<file path="src/rtl/fp_to_int_pipe.sv">
// fp_to_int_pipe
// Three-stage pipelined float to saturated signed integer converter.
// Input value = (-1)^s * 0.M * 2^e, where e is unsigned with no bias and M
// does not have to be normalised.
//
// Optional build macro: FP_TO_INT_ROUND_NEAREST_EN
//   undefined -> truncate toward zero (the default build)
//   defined   -> round half to even on the magnitude
//
// Ports
//   clk      rising-edge clock
//   rst      asynchronous reset, active-high
//   i_valid  input word valid
//   o_ready  converter can accept an input word this cycle
//   i_fp     {sign, exponent[EXP_W], fraction[MAN_W]}
//   o_valid  result valid
//   i_ready  downstream accepts the result
//   o_int    signed saturated result
//   o_uf     nonzero fraction whose final magnitude is 0
//   o_of     result saturated
module fp_to_int_pipe #(
    parameter int EXP_W = 4,
    parameter int MAN_W = 8,
    parameter int INT_W = 8
) (
    input  logic                     clk,
    input  logic                     rst,
    input  logic                     i_valid,
    output logic                     o_ready,
    input  logic [EXP_W+MAN_W:0]     i_fp,
    output logic                     o_valid,
    input  logic                     i_ready,
    output logic [INT_W-1:0]         o_int,
    output logic                     o_uf,
    output logic                     o_of
);

    localparam int STAGES = 3;
    localparam int I_W    = MAN_W + INT_W;     // integer part after the shift
    localparam int SH_W   = 2*MAN_W + INT_W;   // shift window, fraction bits at the bottom
    localparam int R_W    = I_W + 1;           // room for the rounding carry

    // Every stage advances together; the whole pipe holds while the output stalls.
    logic en;
    logic [STAGES-1:0] vld_pipe;

    assign en      = !o_valid || i_ready;
    assign o_ready = en;
    assign o_valid = vld_pipe[STAGES-1];

    // ---------------- S1: unpack ----------------
    logic             s1_s, s1_z, s1_big;
    logic [EXP_W-1:0] s1_e;
    logic [MAN_W-1:0] s1_m;

    // ---------------- S2: shift -----------------
    logic             s2_s, s2_z, s2_big, s2_g, s2_st;
    logic [I_W-1:0]   s2_i;
    logic [SH_W-1:0]  sh;

    // ---------------- S3: round/sign/saturate ---
    logic             inc;
    logic [R_W-1:0]   mag, lim;
    logic             ovf, unf;
    logic [INT_W-1:0] res;

    always_ff @(posedge clk or posedge rst) begin
        if (rst) begin
            vld_pipe <= '0;
        end else if (en) begin
            vld_pipe <= {vld_pipe[STAGES-2:0], i_valid};
        end
    end

    always_ff @(posedge clk or posedge rst) begin
        if (rst) begin
            s1_s   <= 1'b0;
            s1_z   <= 1'b1;
            s1_big <= 1'b0;
            s1_e   <= '0;
            s1_m   <= '0;
        end else if (en) begin
            s1_s   <= i_fp[EXP_W+MAN_W];
            s1_e   <= i_fp[EXP_W+MAN_W-1:MAN_W];
            s1_m   <= i_fp[MAN_W-1:0];
            s1_z   <= (i_fp[MAN_W-1:0] == '0);
            // Beyond this exponent even M=1 lands past the integer range.
            s1_big <= (32'(i_fp[EXP_W+MAN_W-1:MAN_W]) >= 32'(MAN_W + INT_W));
        end
    end

    // M * 2^e with MAN_W fraction bits below the binary point; the integer
    // part, guard and sticky then fall out as plain bit slices.
    always_comb begin
        sh = '0;
        if (!s1_big)
            sh = SH_W'(s1_m) << s1_e;
    end

    always_ff @(posedge clk or posedge rst) begin
        if (rst) begin
            s2_s   <= 1'b0;
            s2_z   <= 1'b1;
            s2_big <= 1'b0;
            s2_i   <= '0;
            s2_g   <= 1'b0;
            s2_st  <= 1'b0;
        end else if (en) begin
            s2_s   <= s1_s;
            s2_z   <= s1_z;
            s2_big <= s1_big;
            s2_i   <= sh[SH_W-1:MAN_W];
            s2_g   <= sh[MAN_W-1];
            s2_st  <= |sh[MAN_W-2:0];
        end
    end

`ifdef FP_TO_INT_ROUND_NEAREST_EN
    // Round half to even: bump on more than half, or on exactly half when odd.
    assign inc = s2_g && (s2_st || s2_i[0]);
`else
    // Truncation ignores the shifted-out bits.
    logic unused_round_bits;
    assign unused_round_bits = s2_g ^ s2_st;
    assign inc = 1'b0;
`endif

    always_comb begin
        mag = R_W'(s2_i) + R_W'(inc);
        // Negative side reaches one further: -2^(INT_W-1) is representable.
        lim = R_W'(1) << (INT_W-1);
        if (!s2_s)
            lim = lim - R_W'(1);
        // A zero fraction is exactly zero regardless of exponent or sign.
        ovf = !s2_z && (s2_big || (mag > lim));
        unf = !s2_z && !ovf && (mag == '0);
        if (ovf)
            res = s2_s ? {1'b1, {(INT_W-1){1'b0}}} : {1'b0, {(INT_W-1){1'b1}}};
        else if (s2_s)
            res = -mag[INT_W-1:0];
        else
            res = mag[INT_W-1:0];
    end

    always_ff @(posedge clk or posedge rst) begin
        if (rst) begin
            o_int <= '0;
            o_uf  <= 1'b0;
            o_of  <= 1'b0;
        end else if (en) begin
            o_int <= res;
            o_uf  <= unf;
            o_of  <= ovf;
        end
    end

endmodule

</file>
<file path="config.mk">
export PLATFORM = sky130hd
export DESIGN_NAME = fp_to_int_pipe
export DESIGN_NICKNAME = d
export VERILOG_FILES = /design/src/rtl/fp_to_int_pipe.sv
export SDC_FILE = /design/constraint.sdc
export NUM_CORES = 1
export LEC_CHECK = 0
export ABC_CLOCK_PERIOD_IN_PS = 5500
export CORE_UTILIZATION = 55
export DETAILED_ROUTE_END_ITERATION = 7
export PLACE_DENSITY = 0.9
export SLEW_MARGIN = 20
export SYNTH_ARGS = -nofsm -noshare
export SYNTH_HDL_FRONTEND = slang
export SYNTH_SLANG_ARGS = --single-unit
</file>
<file path="constraint.sdc">
create_clock -name clk -period 5.5 [get_ports clk]
set_input_delay 1.375 -clock clk [delete_from_list [all_inputs] [get_ports clk]]
set_output_delay 1.375 -clock clk [all_outputs]
set_load 0.03 [all_outputs]
</file>
==> qor.csv, run 1 <==
stage;metric;value;unit
synth;synth top area cells;dfrtp_1 42%, nand2_1 12%, ha_1 4.5%;
synth;Synth Instances;282;
worst_hold_path;Hold Path Class;reg -> reg;
worst_hold_path;hold path start;s1_z$_DFFE_PP1P_;
final_layout;diode count;0;
clock_network;total CTS buffers;5;
die;Die X;69.5;µm
final_layout;fraction of layout cells with a size suffix above 1;0.0888;
power;Worst VDD drop;0.298;mV
routing;M1 WL;2.19;mm
timing;Final period util;0.727;
global_route;total gr overflow;0;
worst_hold_path;worst hold path cell count;2;
die;Starting Density;0.576;
die;die area;4840;µm²
final_layout;Fill cells;361;
clock_network;Clock Tree Buf Depth;2;
routing;vias post-DR;2137;
placed_design;Placed Instances;348;
final_layout;Post-Layout Cell Count;356;
synth;Post-Syn Nets;308;
timing;max_slew headroom;0.471;
timing;Hold Vio Cnt, Final;0;
timing;Setup TNS Final;0;ps
routing;highest routing layer actually used;met4;
clock_network;Setup Buffers After CTS;0;
critical_path;reg2reg end;o_int[7]$_DFFE_PP0P_;
clock_network;TritonCTS Sinks;44;
die;Die H;69.5;µm
final_layout;final core utilization;0.663;
placed_design;DP Worst Slack;1490;ps
global_route;first-pass GRT wire length;9.21;mm
global_route;initial antenna violation count;0;
global_route;Total GRT Usage;0.239;
final_layout;Area Growth Syn to Fin;15.1;%
placed_design;placed cell areas;2810;µm²
synth;Post-synth EDFFs;0;
routing;metal3 WL;198;µm
global_route;largest net degree at the start of global routing;45;
critical_path;CP Capture Type;primary output;
final_layout;most common cell after layout, fill and taps aside;nand2_1;
critical_path;Worst Path Max Fanout;2;
timing;post-layout min period;4000;ps
timing;# setup viols final;0;
power;Tot Pwr;1.59;mW
routing;wire per inst;14.5;µm
clock_network;root buf cell;clkbuf_8;
critical_path;Critical Path AT;2620;ps
outcome;status;finished clean;
final_layout;area of the multi-input gates;1310;µm²
power;P per Cell Area;550;nW/µm²
synth;async set-reset flop share out of synthesis;1.00;
critical_path;r2r startpoint;s2_s$_DFFE_PP0P_;
routing;final wirelength;5.16;mm
routing;Routed Antenna Nets;0;
clock_network;Clock transition at path regs;80;ps
routing;routed length on met2;2.58;mm
synth;synth unique cells;54;
final_layout;fin nets;329;
synth;Post-synth top flop;dfrtp_1;
clock_network;CTS Hold Bufs;0;
synth;yosys warns;0;
routing;DRT iter0 DRCs;213;
critical_path;Worst Path Required;4120;ps
timing;RSZ-0062 raised after global routing;no;
critical_path;Worst Reg-to-Reg Cells;6;
critical_path;flop2flop setup slack;2450;ps
timing;Least-Margin Pin Slew;793;ps
power;Leak;1.31;nW
synth;area leader, netlist;dfrtp_1;
global_route;number of global-route vias before repair;2187;
clock_network;CTS tree;built;
synth;Yosys top cell area share;0.419;
die;Std-Cell Rows;24;
timing;Slew Viols, Final;0;
clock_network;H-tree Lvls;2;
timing;PnR worst setup slack;1500;ps
timing;clk_skew;12.7;ps
placed_design;Final HPWL DP;3.60;mm
critical_path;Critical Path Start Type;input port;
die;core area;4350;µm²
timing;hold slack;453;ps
worst_hold_path;Hold Path Sink;s2_z$_DFFE_PP1P_;
synth;Seq/Total Area, Yosys;0.440;
synth;syn_area_per_cell;8.90;µm²
synth;Yosys reg bits;44;
routing;drc violations;0;
clock_network;CTS resizes;0;
synth;Mapped Area;2510;µm²
final_layout;FF/Latch Area;1100;µm²
final_layout;most frequent cells in the layout;77 x nand2_1, 42 x dfrtp_1, 28 x clkdlybuf4s50_1;
job;max-cap violation count;0;
timing;Fmax;250;MHz
routing;First-pass DRT Iterations;4;
critical_path;worst setup path start;i_ready;
critical_path;critical path class;in -> out;
placed_design;GP Congestion;0.912;
routing;Via density;6.00;
clock_network;worst-skew pair later-pin latency;300;ps
die;Ports;29;
placed_design;I/O Buffers;28;
final_layout;final instance area;2890;µm²
-- cell usage after synthesis, drive strengths merged, types with 2 or more instances --
master	number
a211oi	7
a31oi	2
o211a	3
a22o	2
nand3	5
clkbuf	14
or4	3
nor2b	4
buf	3
o31ai	3
dfrtp	42
o21ai	17
nor3	3
nand2b	2
nand2	77
nor4	3
or3	3
nor2	15
mux2i	10
a21oi	17
mux2	3
a221oi	3
inv	7
ha	9
dfstp	2
-- sequential cells by signal (all words and copies together), names as in the netlist, 3 cells and up --
register  flops
s2_i         15
s1_e          4
s1_m          8
vld_pipe      3
o_int         8
-- worst max-delay path by stage --
stage          endpoint  cells after the start
2_1_floorplan   o_ready                      5
3_3_place_gp    o_ready                      4
3_5_place_dp    o_ready                      4
4_1_cts         o_ready                      4
5_1_grt         o_ready                      4
6_report        o_ready                      4
-- metal layers --
| metal | track usage | vias up |
|---|---|---|
| li1 | - | 1039 |
| met1 | 0.265 | 1013 |
| met2 | 0.427 | 67 |
| met3 | 0.0436 | 18 |
| met4 | 0.134 | 0 |
| met5 | 0 | - |
-- cell type report --
class,count,share of cell area
repair buffers,31,0.105
multi-input cells,213,0.452
clock inverters,1,0.00173
well taps,52,0.0225
flip-flops and latches,44,0.382
inverters,8,0.0104
clock buffers,7,0.0264
-- kinds of logic (layout without fill, tap and decap cells) --
kind of cell	after synthesis	count (layout)	share of synthesized area
mux	14	14	0.0623
fa+ha+maj	9	9	0.0449
simple gates	123	123	0.220
buf+inv	25	47	0.0409
compound gates	67	67	0.192
flops	44	44	0.440
-- power by group --
part | switching, mW | internal, mW | leakage [nW]
clock network | 0.104 | 0.0892 | 0.0422
registers | 0.125 | 0.433 | 0.538
logic | 0.471 | 0.368 | 0.731
-- worst max-delay path, stage by stage --
cell,delay (ps)
clkdlybuf4s50_1,470
nor2b_2,50
inv_1,70
clkdlybuf4s50_1,670
(Power assumes the default switching activity.)
==> run 2, diff against run 1 <==
ABC_CLOCK_PERIOD_IN_PS = 3400   (was 5500)
CORE_UTILIZATION = 50   (was 55)
PLACE_DENSITY = 0.86   (was 0.9)
clock period = 3.4 ns   (was 5.5 ns; I/O delays follow)
==> qor.csv, run 2 (synthesis gave the netlist of run 1 again) <==
stage;metric;value;unit
timing;# setup viols final;0;
die;core area;4790;µm²
power;sequential fraction of design power;0.350;
die;die area;5300;µm²
power;Worst VDD drop;0.469;mV
final_layout;most frequent cells in the layout;77 x nand2_1, 42 x dfrtp_1, 27 x clkdlybuf4s50_1;
global_route;number of global-route vias before repair;2028;
placed_design;I/O Buffers;28;
die;Ports;29;
power;Tot Pwr;2.59;mW
clock_network;CTS Hold Bufs;0;
routing;highest routing layer actually used;met4;
routing;wire per inst;14.4;µm
timing;Hold Vio Cnt, Final;0;
routing;M1 WL;2.39;mm
power;Sw Share;0.439;
routing;DRT iter0 DRCs;124;
die;Std-Cell Rows;25;
routing;metal3 WL;302;µm
final_layout;fin nets;330;
routing;routed length on met2;2.60;mm
timing;Setup TNS Final;0;ps
timing;Fmax;356;MHz
die;Die X;72.8;µm
final_layout;fraction of layout cells with a size suffix above 1;0.0951;
outcome;status;finished clean;
placed_design;Final HPWL DP;3.83;mm
critical_path;Slowest-stage cell, CP;dfrtp_1;
final_layout;Area Growth Syn to Fin;16.1;%
critical_path;CP delay by family, top;compound AO/OA/AOI/OAI gates;
global_route;largest net degree at the start of global routing;45;
critical_path;Worst Path Max Fanout;12;
timing;Slew Viols, Final;0;
final_layout;Largest Register;s2_i;
clock_network;total CTS buffers;5;
power;P per Cell Area;891;nW/µm²
routing;drc violations;0;
final_layout;max FFs per register;15;
global_route;Total GRT Usage;0.230;
power;Comb power frac;0.530;
power;Int Power;1.45;mW
critical_path;critical path class;reg -> reg;
power;Leak;1.32;nW
global_route;total gr overflow;0;
clock_network;CTS resizes;0;
power;Clk network pwr share;0.120;
clock_network;TritonCTS Sinks;44;
critical_path;CP cell instances;clkinv_1 > ha_1 > nand4b_1 > nor3_1 > a2111oi_4 > buf_4 > o211a_1 > o32a_1;
routing;Routed Antenna Nets;0;
timing;Final period util;0.826;
placed_design;GP Congestion;0.840;
timing;max_slew headroom;0.634;
final_layout;most common cell after layout, fill and taps aside;nand2_1;
critical_path;critical path buffer and inverter count;2;
final_layout;diode count;0;
routing;Via density;5.72;
clock_network;H-tree Lvls;2;
routing;final wirelength;5.36;mm
die;Starting Density;0.524;
critical_path;Worst Path Required;3580;ps
critical_path;CP Capture Type;register;
critical_path;Critical Path Start Type;register;
clock_network;worst-skew pair later-pin latency;290;ps
final_layout;Regs by FF count;s2_i x15, o_int x8, s1_m x8;
worst_hold_path;Hold Path Class;reg -> reg;
job;max-cap violation count;0;
global_route;initial antenna violation count;0;
critical_path;slowest stage delay, CP;590;ps
timing;post-layout min period;2810;ps
die;Die H;72.8;µm
clock_network;Clock transition at path regs;80;ps
timing;Least-Margin Pin Slew;549;ps
routing;vias post-DR;2127;
clock_network;Setup Buffers After CTS;0;
clock_network;Clock Tree Buf Depth;2;
critical_path;Critical Path AT;2990;ps
power;NetSw;1.14;mW
timing;clk_skew;3.73;ps
clock_network;CTS tree;built;
timing;RSZ-0062 raised after global routing;no;
global_route;first-pass GRT wire length;9.30;mm
routing;First-pass DRT Iterations;4;
clock_network;root buf cell;clkbuf_8;
run 2: worst paths after layout:
check | start | to | slack [ps] | depth (start not counted)
setup / recovery | s2_s$_DFFE_PP0P_ | o_int[7]$_DFFE_PP0P_ | 590 | 8
hold / removal | s1_z$_DFFE_PP1P_ | s1_z$_DFFE_PP1P_ | 460 | 2
setup reg to reg | s2_s$_DFFE_PP0P_ | o_int[7]$_DFFE_PP0P_ | 590 | 8
hold reg to reg | s1_z$_DFFE_PP1P_ | s1_z$_DFFE_PP1P_ | 460 | 2
max in group asynchronous | rst | s2_z$_DFFE_PP1P_ | 2030 | 3
min in group asynchronous | rst | vld_pipe[0]$_DFFE_PP0P_ | 1000 | 3
run 2: final cells by class:
type                    count  area (µm²)
fillers                   449        1870
inverters                   8        30.0
clock inverters             1        5.00
clock buffers               7        76.3
well taps                  67        83.8
multi-input cells         213        1310
flip-flops and latches     44        1100
repair buffers             32         308
run 2: routing by layer:
layer	global-route usage	vias up
met5	0	-
met4	0.0784	0
met3	0.0552	12
met2	0.383	72
met1	0.294	997
li1	-	1046
run 2: stage by stage:
stage / hold slack, ps / util / instance area, µm² / instances / worst slack [ps]
after global routing: 495 / 0.608 / 2910 / 372 / 433
after floorplan: 430 / - / 2510 / 282 / 594
after detailed placement: 449 / 0.591 / 2830 / 364 / 643
after global placement: 441 / 0.591 / 2830 / 364 / 729
after CTS: 459 / 0.608 / 2910 / 372 / 628
final: 456 / 0.608 / 2910 / 372 / 591
run 2: worst reg2reg max path, stage by stage, from the launching register on:
cell       delay [ps]
dfrtp_1           590
clkinv_1          350
ha_1              430
nand4b_1          120
nor3_1            390
a2111oi_4          50
buf_4             210
o211a_1           240
o32a_1            320
run 2: power groups by stage:
stage / clock network (mW) / logic (mW) / registers (mW)
2_1_floorplan: 0 / 0.956 / 0.952
3_5_place_dp: 0 / 1.37 / 0.916
3_3_place_gp: 0 / 1.34 / 0.904
5_1_grt: 0.341 / 1.52 / 0.936
6_report: 0.311 / 1.38 / 0.907
4_1_cts: 0.321 / 1.37 / 0.905
==> run 3, diff against run 2 <==
ABC_CLOCK_PERIOD_IN_PS = 2780   (was 3400)
CORE_UTILIZATION = 55   (was 50)
PLACE_DENSITY = 0.9   (was 0.86)
clock period = 2.78 ns   (was 3.4 ns; I/O delays follow)
==> qor.csv, run 3 (synthesis gave the netlist of run 1 again) <==
stage;metric;value;unit
outcome;status;finished clean;
clock_network;root buf cell;clkbuf_8;
die;core area;4350;µm²
routing;wire per inst;14.5;µm
power;Leak;1.32;nW
clock_network;total CTS buffers;5;
clock_network;Setup Buffers After CTS;0;
die;Starting Density;0.576;
die;Die H;69.5;µm
power;Worst VDD drop;0.593;mV
clock_network;worst-skew pair later-pin latency;300;ps
placed_design;I/O Buffers;28;
timing;Slew Viols, Final;0;
critical_path;CP cell instances;ha_1 > a21oi_1 > o21ai_0 > a2111oi_4 > buf_4 > a21oi_2 > o41ai_2;
placed_design;Placed Instances;350;
global_route;number of global-route vias before repair;2088;
critical_path;Slowest-stage cell, CP;dfrtp_1;
global_route;largest net degree at the start of global routing;45;
timing;max_slew headroom;0.639;
placed_design;DP Worst Slack;323;ps
timing;Fmax;399;MHz
die;Die X;69.5;µm
routing;final wirelength;5.19;mm
die;Ports;29;
die;Std-Cell Rows;24;
routing;vias post-DR;2138;
timing;Least-Margin Pin Slew;535;ps
final_layout;most common cell after layout, fill and taps aside;nand2_1;
critical_path;Critical Path AT;2700;ps
clock_network;Clock transition at path regs;80;ps
die;die area;4840;µm²
final_layout;max FFs per register;15;
timing;PnR worst setup slack;275;ps
final_layout;Area Growth Syn to Fin;16.1;%
power;P per Cell Area;1100;nW/µm²
clock_network;Clock Tree Buf Depth;2;
worst_hold_path;Hold Path Sink;vld_pipe[2]$_DFFE_PP0P_;
timing;Setup TNS Final;0;ps
placed_design;GP Congestion;0.886;
critical_path;Critical Path Start Type;register;
routing;First-pass DRT Iterations;4;
timing;RSZ-0062 raised after global routing;no;
clock_network;CTS Hold Bufs;0;
critical_path;CP Capture Type;register;
final_layout;most frequent cells in the layout;77 x nand2_1, 42 x dfrtp_1, 27 x clkdlybuf4s50_1;
worst_hold_path;worst hold path cell count;1;
worst_hold_path;hold path start;vld_pipe[1]$_DFFE_PP0P_;
critical_path;Worst Reg-to-Reg Cells;7;
critical_path;flop2flop setup slack;280;ps
job;max-cap violation count;0;
timing;clk_skew;8.05;ps
power;Tot Pwr;3.21;mW
timing;Hold Vio Cnt, Final;0;
final_layout;final core utilization;0.669;
critical_path;reg2reg end;o_uf$_DFFE_PP0P_;
final_layout;fin nets;331;
final_layout;diode count;0;
routing;Via density;5.97;
critical_path;r2r startpoint;s2_s$_DFFE_PP0P_;
routing;drc violations;0;
worst_hold_path;Hold Path Class;reg -> reg;
clock_network;TritonCTS Sinks;44;
global_route;first-pass GRT wire length;9.26;mm
global_route;total gr overflow;0;
critical_path;Worst Path Max Fanout;12;
placed_design;placed cell areas;2820;µm²
clock_network;CTS tree;built;
placed_design;Final HPWL DP;3.71;mm
final_layout;fraction of layout cells with a size suffix above 1;0.101;
routing;Routed Antenna Nets;0;
critical_path;Worst Path Required;2980;ps
global_route;Total GRT Usage;0.240;
final_layout;Regs by FF count;s2_i x15, o_int x8, s1_m x8;
routing;DRT iter0 DRCs;110;
timing;post-layout min period;2500;ps
clock_network;CTS resizes;0;
timing;# setup viols final;0;
timing;hold slack;464;ps
final_layout;Largest Register;s2_i;
final_layout;Post-Layout Cell Count;358;
final_layout;final instance area;2910;µm²
critical_path;slowest stage delay, CP;610;ps
timing;Final period util;0.901;
clock_network;H-tree Lvls;2;
global_route;initial antenna violation count;0;
critical_path;critical path class;reg -> reg;
run 3: cell types whose count changed in the layout (fill, tap and decap cells not counted), sizes merged:
cell	before	now
buf	5	6
clkinv	2	1
clkinvlp	0	1
run 3: power breakdown:
group	total (mW)	switching [mW]	leakage, nW	internal (mW)
clock network	0.417	0.215	0.0445	0.202
logic	1.68	0.927	0.741	0.753
registers	1.11	0.253	0.538	0.856
run 3: worst max-delay path by stage:
stage / startpoint / to / slack (ps) / cells past startpoint
2_1_floorplan: i_ready / o_ready / 280 / 5
3_3_place_gp: s2_i[9]$_DFFE_PP0P_ / o_uf$_DFFE_PP0P_ / 390 / 6
3_5_place_dp: s2_i[9]$_DFFE_PP0P_ / o_int[3]$_DFFE_PP0P_ / 320 / 6
4_1_cts: s2_i[9]$_DFFE_PP0P_ / o_uf$_DFFE_PP0P_ / 300 / 6
5_1_grt: s2_s$_DFFE_PP0P_ / o_int[4]$_DFFE_PP0P_ / 120 / 7
6_report: s2_s$_DFFE_PP0P_ / o_uf$_DFFE_PP0P_ / 280 / 7
run 3: per-layer routing:
layer	GRT usage	up-vias	share of wire
met5	0	-	0
met4	0.120	0	0.031
met3	0.0567	17	0.034
met2	0.414	59	0.50
met1	0.278	1020	0.44
li1	-	1042	-
run 3: cell type report:
type	count	area (µm²)
inverters	8	30.0
multi-input cells	213	1310
clock buffers	7	86.3
fillers	337	1440
well taps	52	65.1
repair buffers	33	315
clock inverters	1	7.51
flip-flops and latches	44	1100
run 3: worst max-delay path, delay by kind of cell, from the launching register on:
| family | cells | cell delay (ps) |
|---|---|---|
| adder cells (fa/ha/maj) | 1 | 340 |
| flip-flops | 1 | 610 |
| buffers and inverters | 1 | 240 |
| AO/OA/AOI/OAI | 5 | 1210 |
==> RTL edit: new RTL, config.mk and constraints of run 3 <==
`STAGES`: 3 -> 6.
--- a/src/rtl/fp_to_int_pipe.sv
+++ b/src/rtl/fp_to_int_pipe.sv
@@ -37,3 +37,3 @@
 
-    localparam int STAGES = 3;
+    localparam int STAGES = 6;
     localparam int I_W    = MAN_W + INT_W;     // integer part after the shift
Check against the original RTL: not equivalent (a bounded check fails within 4 cycles, from zero or initial values and one cycle with rst high).
==> RTL edit against run 3 <==
The run now ends with DRC left. Clock skew up 0.0047 ns. Power up 11%. Global-route usage increased by 0.32 points. Non-clock buffer count grew 2. Routed wire length rose by 5.9%. Worst setup slack lost 0.17 ns. Via count up 4.1%. Synthesized area up 5.5%. Final area rose by 5.2%. Sequential share of layout area increased by 0.58 points. Sequential cell count grew 3.
==> RTL edit: results (changes against run 3) <==
stage;metric;value;unit;change
route;DRC violations left;2;;was 0
route;WL final;5.493;mm;was 5.185 mm
grt;met3 Usage GRT;4.923;%;was 5.669%
status;failing checks;DRC;;
synthesis;Gate Count Post-Synth;299;;was 282
final_layout;share of cells above drive strength 1;9.598;%;was 10.13%
route;drt wl/cell;14.65;um;was 14.48 um
status;status;finished, violations left;;was finished clean
final_layout;storage element area;1179;um2;was 1104 um2
setup_path;CP delay by family, top;buffers and inverters;;was compound AO/OA/AOI/OAI gates
synthesis;Yosys cell types;53;;was 54
power;Pleak;0.001389;uW;was 0.001323 uW
route;DR vias/cell;5.936;;was 5.972
grt;Tot GR Track Use;24.35;%;was 24.04%
final_layout;bufs w/o clock;35;;was 33
setup_path;FF-to-FF End;o_int[1]$_DFFE_PP0P_;;was o_uf$_DFFE_PP0P_
grt;M1 GR Usage;31.11;%;was 27.85%
synthesis;part of the Yosys area used for sequential elements;44.52;%;was 43.99%
setup_path;Worst EP arrival;1.98;ns;was 2.70 ns
sta;Clock Skews;0.01277;ns;was 0.008052 ns
setup_path;Critical Path Source;i_ready;;was s2_s$_DFFE_PP0P_
place;DP Cell Count;367;;was 350
grt;pin count of the biggest net entering global routing;53;;was 45
final_layout;layout net count;348;;was 331
route;Met2 Wirelength;2.656;mm;was 2.580 mm
synthesis;Syn Nets;325;;was 308
setup_path;largest stage delay on the critical path;0.68;ns;was 0.61 ns
power;Worst IR Drop VDD;0.0006568;V;was 0.0005931 V
setup_path;worst-path maximum fanout;2;;was 12
place;routability cong.;0.9092;;was 0.8864
final_layout;Inverters;7;;was 8
power;Switch Pwr;1546;uW;was 1395 uW
final_layout;#MultiIn Comb;226;;was 213
route;DR iter-0 viols;152;;was 110
setup_path;worst setup path end;o_ready;;was o_uf$_DFFE_PP0P_
[RTL edit: changes by cell type in the layout (fill, tap and decap cells not counted), moves of 2 or more]
cell / change
nand2_1: +9
nand3_1: +5
dfrtp_1: +3
inv_1: -3
o211a_1: -3
o21ai_1: -3
a21oi_1: -2
nand4_1: +2
nor2_1: +2
o311ai_0: +2
o31ai_1: -2
or4_4: -2
[RTL edit: how the worst min path moves through the flow]
stage | from | depth (start not counted) | to | slack (ns)
after floorplan | vld_pipe[4]$_DFFE_PP0P_ | 2 | vld_pipe[4]$_DFFE_PP0P_ | 0.43
after global placement | vld_pipe[4]$_DFFE_PP0P_ | 2 | vld_pipe[4]$_DFFE_PP0P_ | 0.44
after detailed placement | s1_z$_DFFE_PP1P_ | 2 | s2_z$_DFFE_PP1P_ | 0.45
after CTS | s1_z$_DFFE_PP1P_ | 2 | s2_z$_DFFE_PP1P_ | 0.46
after global routing | s1_z$_DFFE_PP1P_ | 2 | s1_z$_DFFE_PP1P_ | 0.49
final | s1_z$_DFFE_PP1P_ | 2 | s2_z$_DFFE_PP1P_ | 0.46
[RTL edit: stage by stage]
stage / total power (uW) / area, um2 / hold slack (ns) / setup slack, ns
after floorplan: 2573 / 2648 / 0.4300 / 0.2211
after global placement: 2986 / 2958 / 0.4422 / 0.09000
after detailed placement: 3069 / 2958 / 0.4469 / 0.08923
after CTS: 3564 / 3064 / 0.4589 / 0.08619
after global routing: 3846 / 3064 / 0.4869 / 0.03302
final: 3561 / 3064 / 0.4565 / 0.1021
[RTL edit: logic make-up after synthesis]
kind of cell | count (synthesis) | share of synthesized area (%)
and+or+nand+nor | 141 | 23.77
AOI/OAI and AO/OA | 62 | 16.97
DFF | 47 | 44.52
buffers and inverters | 26 | 4.584
muxes | 14 | 5.907
adders and majority gates | 9 | 4.253
